$ cat src/rtl/psl_bw_assembler.sv
// psl_bw_assembler: PSL buffer-write consumer. Pairs the two 512-bit halves
// (ha_bwad 0 then 1, consecutive cycles) of each 128-byte transfer into one
// 1024-bit line and queues complete lines in a DEPTH-entry FIFO with a
// valid/ready head. Sequence errors pulse err_seq; full-FIFO drops set
// err_overflow and bump drop_count.
// Optional feature: define PSL_BW_PARITY_CHECK_EN to enable tag/data odd
// parity checking (err_tagpar, err_datapar, line_perr); otherwise those
// outputs are tied to 0 and the parity inputs are ignored.
module psl_bw_assembler #(
  parameter int unsigned DEPTH = 4
) (
  input  logic           ha_pclock,
  input  logic           ha_reset,
  input  logic           ha_bwvalid,
  input  logic [0:7]     ha_bwtag,
  input  logic           ha_bwtagpar,
  input  logic [0:5]     ha_bwad,
  input  logic [0:511]   ha_bwdata,
  input  logic [0:7]     ha_bwpar,
  output logic           line_valid,
  input  logic           line_ready,
  output logic [0:7]     line_tag,
  output logic [0:1023]  line_data,
  output logic           line_perr,
  output logic           err_tagpar,
  output logic           err_datapar,
  output logic           err_seq,
  output logic           err_overflow,
  output logic [7:0]     drop_count
);

  localparam int unsigned AW = $clog2(DEPTH);

  typedef enum logic {IDLE, HAVE_H0} state_t;

  state_t          state;
  logic [0:7]      h0_tag;
  logic [0:511]    h0_data;
  logic            beat0, beat1;
  logic            latch_h0, push, seq_err;

  logic [0:1023]   data_mem [DEPTH];
  logic [0:7]      tag_mem  [DEPTH];
  logic [AW:0]     wptr, rptr;
  logic [AW-1:0]   waddr, raddr;
  logic            full, empty, pop, push_ok;

  assign beat0 = ha_bwvalid && (ha_bwad == 6'd0);
  assign beat1 = ha_bwvalid && (ha_bwad == 6'd1);

  // Beat decode: decide whether to latch half 0, complete a line, or flag a sequence error
  always_comb begin
    latch_h0 = 1'b0;
    push     = 1'b0;
    seq_err  = 1'b0;
    unique case (state)
      IDLE: begin
        if (beat0)           latch_h0 = 1'b1;
        else if (ha_bwvalid) seq_err  = 1'b1;
      end
      HAVE_H0: begin
        if (beat1 && (ha_bwtag == h0_tag)) begin
          push = 1'b1;
        end else begin
          // every other case (no beat, wrong tag, repeated half 0, bad address)
          // is a sequence error; only a fresh half 0 restarts the pair
          seq_err  = 1'b1;
          latch_h0 = beat0;
        end
      end
    endcase
  end

  // Assembler state, captured half-0 tag and the registered sequence-error pulse
  always_ff @(posedge ha_pclock) begin
    if (ha_reset) begin
      state   <= IDLE;
      h0_tag  <= '0;
      err_seq <= 1'b0;
    end else begin
      state   <= latch_h0 ? HAVE_H0 : IDLE;
      err_seq <= seq_err;
      if (latch_h0) h0_tag <= ha_bwtag;
    end
  end

  assign waddr   = wptr[AW-1:0];
  assign raddr   = rptr[AW-1:0];
  assign empty   = (wptr == rptr);
  assign full    = (waddr == raddr) && (wptr[AW] != rptr[AW]);
  assign pop     = line_valid && line_ready;
  assign push_ok = push && (!full || pop);

  // FIFO pointers, overflow flag and saturating drop counter
  always_ff @(posedge ha_pclock) begin
    if (ha_reset) begin
      wptr         <= '0;
      rptr         <= '0;
      err_overflow <= 1'b0;
      drop_count   <= '0;
    end else begin
      if (pop)     rptr <= rptr + {{AW{1'b0}}, 1'b1};
      if (push_ok) wptr <= wptr + {{AW{1'b0}}, 1'b1};
      if (push && !push_ok) begin
        err_overflow <= 1'b1;
        if (drop_count != 8'hFF) drop_count <= drop_count + 8'd1;
      end
    end
  end

  // Datapath storage: half-0 data and FIFO line payloads (no reset needed)
  always_ff @(posedge ha_pclock) begin
    if (latch_h0) h0_data <= ha_bwdata;
    if (push_ok) begin
      data_mem[waddr] <= {h0_data, ha_bwdata};
      tag_mem[waddr]  <= h0_tag;
    end
  end

  // Head outputs are masked while empty so stale storage never shows
  assign line_valid = !empty;
  assign line_tag   = line_valid ? tag_mem[raddr]  : '0;
  assign line_data  = line_valid ? data_mem[raddr] : '0;

`ifdef PSL_BW_PARITY_CHECK_EN
  logic tag_bad, data_bad, beat_perr, h0_perr;
  logic perr_mem [DEPTH];

  // Odd-parity check of the tag and each 64-bit dword of the current beat
  always_comb begin
    tag_bad  = ~^{ha_bwtag, ha_bwtagpar};
    data_bad = 1'b0;
    for (int unsigned k = 0; k < 8; k++)
      data_bad = data_bad | ~^{ha_bwdata[64*k +: 64], ha_bwpar[k]};
    beat_perr = ha_bwvalid && (tag_bad || data_bad);
  end

  // Parity error pulses and the half-0 error carried into the line
  always_ff @(posedge ha_pclock) begin
    if (ha_reset) begin
      err_tagpar  <= 1'b0;
      err_datapar <= 1'b0;
      h0_perr     <= 1'b0;
    end else begin
      err_tagpar  <= ha_bwvalid && tag_bad;
      err_datapar <= ha_bwvalid && data_bad;
      if (latch_h0) h0_perr <= beat_perr;
    end
  end

  // Per-entry parity flag stored alongside the line payload
  always_ff @(posedge ha_pclock) begin
    if (push_ok) perr_mem[waddr] <= h0_perr || beat_perr;
  end

  assign line_perr = line_valid && perr_mem[raddr];
`else
  logic unused_par;
  assign unused_par  = ^{ha_bwtagpar, ha_bwpar};
  assign err_tagpar  = 1'b0;
  assign err_datapar = 1'b0;
  assign line_perr   = 1'b0;
`endif

endmodule

$ cat config.mk
export PLATFORM = sky130hd
export DESIGN_NAME = psl_bw_assembler
export DESIGN_NICKNAME = d
export VERILOG_FILES = /design/src/rtl/psl_bw_assembler.sv
export SDC_FILE = /design/constraint.sdc
export NUM_CORES = 2
export LEC_CHECK = 0
export CELL_PAD_IN_SITES_DETAIL_PLACEMENT = 0
export CELL_PAD_IN_SITES_GLOBAL_PLACEMENT = 2
export CORE_UTILIZATION = 45
export CTS_CLUSTER_SIZE = 30
export DETAILED_ROUTE_END_ITERATION = 8
export PLACE_DENSITY = 0.88
export SLEW_MARGIN = 20
export SYNTH_ARGS = -nofsm -noshare
export SYNTH_HDL_FRONTEND = slang
export SYNTH_MEMORY_MAX_BITS = 65536
export SYNTH_SLANG_ARGS = --single-unit
$ cat constraint.sdc
create_clock -name ha_pclock -period 66.4 [get_ports ha_pclock]
set_input_delay 6.64 -clock ha_pclock [delete_from_list [all_inputs] [get_ports ha_pclock]]
set_output_delay 6.64 -clock ha_pclock [all_outputs]
set_load 0.01 [all_outputs]
==> impl_metrics.yaml <==
critical_path:
  cpLargestDelayFamily: "buffers and inverters"
  cp_cell_sequence: "buf_4 -> buf_4 -> buf_4 -> buf_12 -> buf_4 -> buf_4 -> mux4_2 -> and2_1 -> clkdlybuf4s50_1"
  ff2ff_setup_slack_ns: 59.46
  cp.required_ns: 59.76
  path_common_cell: "buf_4"
  cp-start-kind: "flip-flop"
  crit_arrival_ns: 8.02
  cp_num_buf_inv: 7
  path_max_fanout: 98
  critPathSlowestCell: "buf_4"
  worstSetupEndpointType: "output port"
  critPathKind: "flip-flop to output port"
  critPathMaxStageDelay_ns: 0.87
die:
  io_pins: 1585
  die_y_um: 620
  fp.dieW_um: 620
  rows: 226
  start_util: 0.453
  coreArea_sq_um: 379000
  dieArea_sq_um: 384000
placement:
  place.port_buffers: 1572
  pre_cts_ws_ns: 52.37
  place_area_sq_um: 194000
  dpl.hpwl_um: 252000
  gp_congestion: 0.813
grt:
  grt_overflow_total: 0
  grt_pass1_vias: 81400
  grt_max_degree: 209
  grt_usage: 0.204
  antenna_found_initial: 131
  grt_pass1_wl_um: 572000
sta:
  layout_setup_ws_ns: 51.74
  drv_slew: 0
  hold_violations: 0
  fin_skew_ns: 0.0719
  max_slew_margin: 0.191
  tightest_slew_ns: 1.21
  min_period_ns: 14.66
  max_freq_mhz: 68.2
  setup_viol: 0
  min_period_over_period: 0.221
  rsz0062_at_grt: "false"
  fin_tns_setup_ns: 0
cts:
  clk_latency_ns: 0.95
  cts.clk_slew.worst_paths_ns: 0.06
  hold_buffers: 0
  htreeDepth: 5
  post_cts_buffers: 0
  cts.repair.resized: 0
  numCtsBuffers: 448
  cts_tree: "built"
  cts.sinks: 4667
  clockRootBuffer: "clkbuf_16"
  cts_buffer_depth: 4
synthesis:
  netlist_instances: 7201
  yosysTopAreaCell: "edfxtp_1"
  synth-seq-cells: 4667
  syn_area_sq_um: 172000
  avgSynthCellArea_sq_um: 23.9
  synthTopCellsByCount: "edfxtp_1, and2_1, mux4_2"
  synth_edf_count: 4640
  synth.distinct_cells: 37
  yosysMostFrequentCell: "edfxtp_1"
  synth-main-ff-cell: "edfxtp_1"
  ys_seq_area_frac: 0.814
  postSynth.asyncResetShare: 0
  yosysWarningCount: 0
  yosysTopAreaCellShare: 0.811
  synth_area_leaders: "edfxtp_1, mux4_2, and2_1"
layout:
  fill_cells: 27600
  fin_area_sq_um: 208000
  utilization: 0.549
  drive_gt1_frac: 0.192
  nets: 9534
  area_growth_pct: 21.2
detailed_routing:
  drc: 0
  wl_um: 404000
  vias: 78900
  firstDrtPassIters: 7
  drt_iter0_markers: 6849
  ant_nets: 0
  via_per_inst: 5.46
  wire_per_inst_um: 28.0
power_and_ir_drop:
  power.density_nw_per_um2: 27.7
  p_leak_nw: 63.9
  ir_drop_mv: 0.0381
hold_path:
  worstHoldPathType: "flip-flop to flip-flop"
status:
  outcome: "finished, final reports clean"
flow_run:
  cap_violations: 0
per-stage QoR:
stage               power, W  hold WS (ns)  instances
finish               0.00578         0.453      14500
global placement     0.00333         0.448      13600
global route         0.00593         0.460      14400
CTS                  0.00582         0.433      14400
detailed placement   0.00334         0.446      13600
floorplan            0.00329         0.459       7203
report_power, final:
group / switching [W] / internal, W / total (W) / leakage (nW)
Clock: 0.00108 / 0.00142 / 0.00250 / 7.08
Sequential: 0.00000186 / 0.00322 / 0.00322 / 42.0
Combinational: 0.0000254 / 0.0000279 / 0.0000533 / 14.8
area by class of cell:
type / count / area, sq um / share of cell area
repair buffers: 1690 / 16900 / 0.0811
well taps: 5016 / 6280 / 0.0301
inverters: 7 / 26.3 / 0.000126
flip-flops and latches: 4667 / 140000 / 0.672
multi-input cells: 2175 / 30500 / 0.146
clock buffers: 546 / 11700 / 0.0562
diodes: 68 / 170 / 0.000817
clock inverters: 282 / 2780 / 0.0134
cells in the final DEF (no fill, tap or decap), drive strengths merged, types with 11 or more instances in the layout:
master and count:
edfxtp 4640, diode 68, xor2 11, clkbuf 546, clkinvlp 12, a21oi 12, clkdlybuf4s50 1571, buf 119
bufinv 42, mux4 1032, and2 1035, clkinv 212, inv 23, nor2 17, dfxtp 27
kinds of logic after synthesis:
| kind of cell | synth area share |
|---|---|
| flip-flops | 0.814 |
| adder cells (fa/ha/maj) | 0.000437 |
| AND/OR/NAND/NOR | 0.0396 |
| XOR/XNOR | 0.000714 |
| multiplexers | 0.136 |
| other | 0.0000218 |
| buffers and inverters | 0.00871 |
| AO/OA/AOI/OAI | 0.000706 |
registers in the layout, summed over array words and instances (netlist names), named ones only:
signal,flops
data_mem,4096
h0_tag,8
rptr,3
err_overflow,1
tag_mem,32
err_seq,1
h0_data,512
state,1
drop_count,8
wptr,3
worst paths after layout:
kind / from / cells after the start / to
worst min-delay path: h0_data[99] / 0 / data_mem[2][924]
worst max register to register: h0_tag[6] / 9 / data_mem[1][958]
worst max-delay path: flip-flop / 9 / line_data[772]
worst min register to register: h0_data[99] / 0 / data_mem[2][924]
worst register-to-register path: stages (launching register included):
cell and delay, ns:
dfxtp_1 0.36, xor2_1 0.18, nor4_1 0.83, and4_1 0.47
and2_4 0.75, buf_4 0.85, buf_4 0.80, buf_4 0.69
buf_4 0.79, buf_4 0.78
metal layers:
metal,GRT usage,vias up,part of all wire
met2,0.333,3057,0.50
met4,0.110,94,0.056
li1,-,33400,-
met3,0.0631,834,0.088
met5,0,-,0.0015
met1,0.243,41500,0.36
Power figures use the tool's default switching activity.
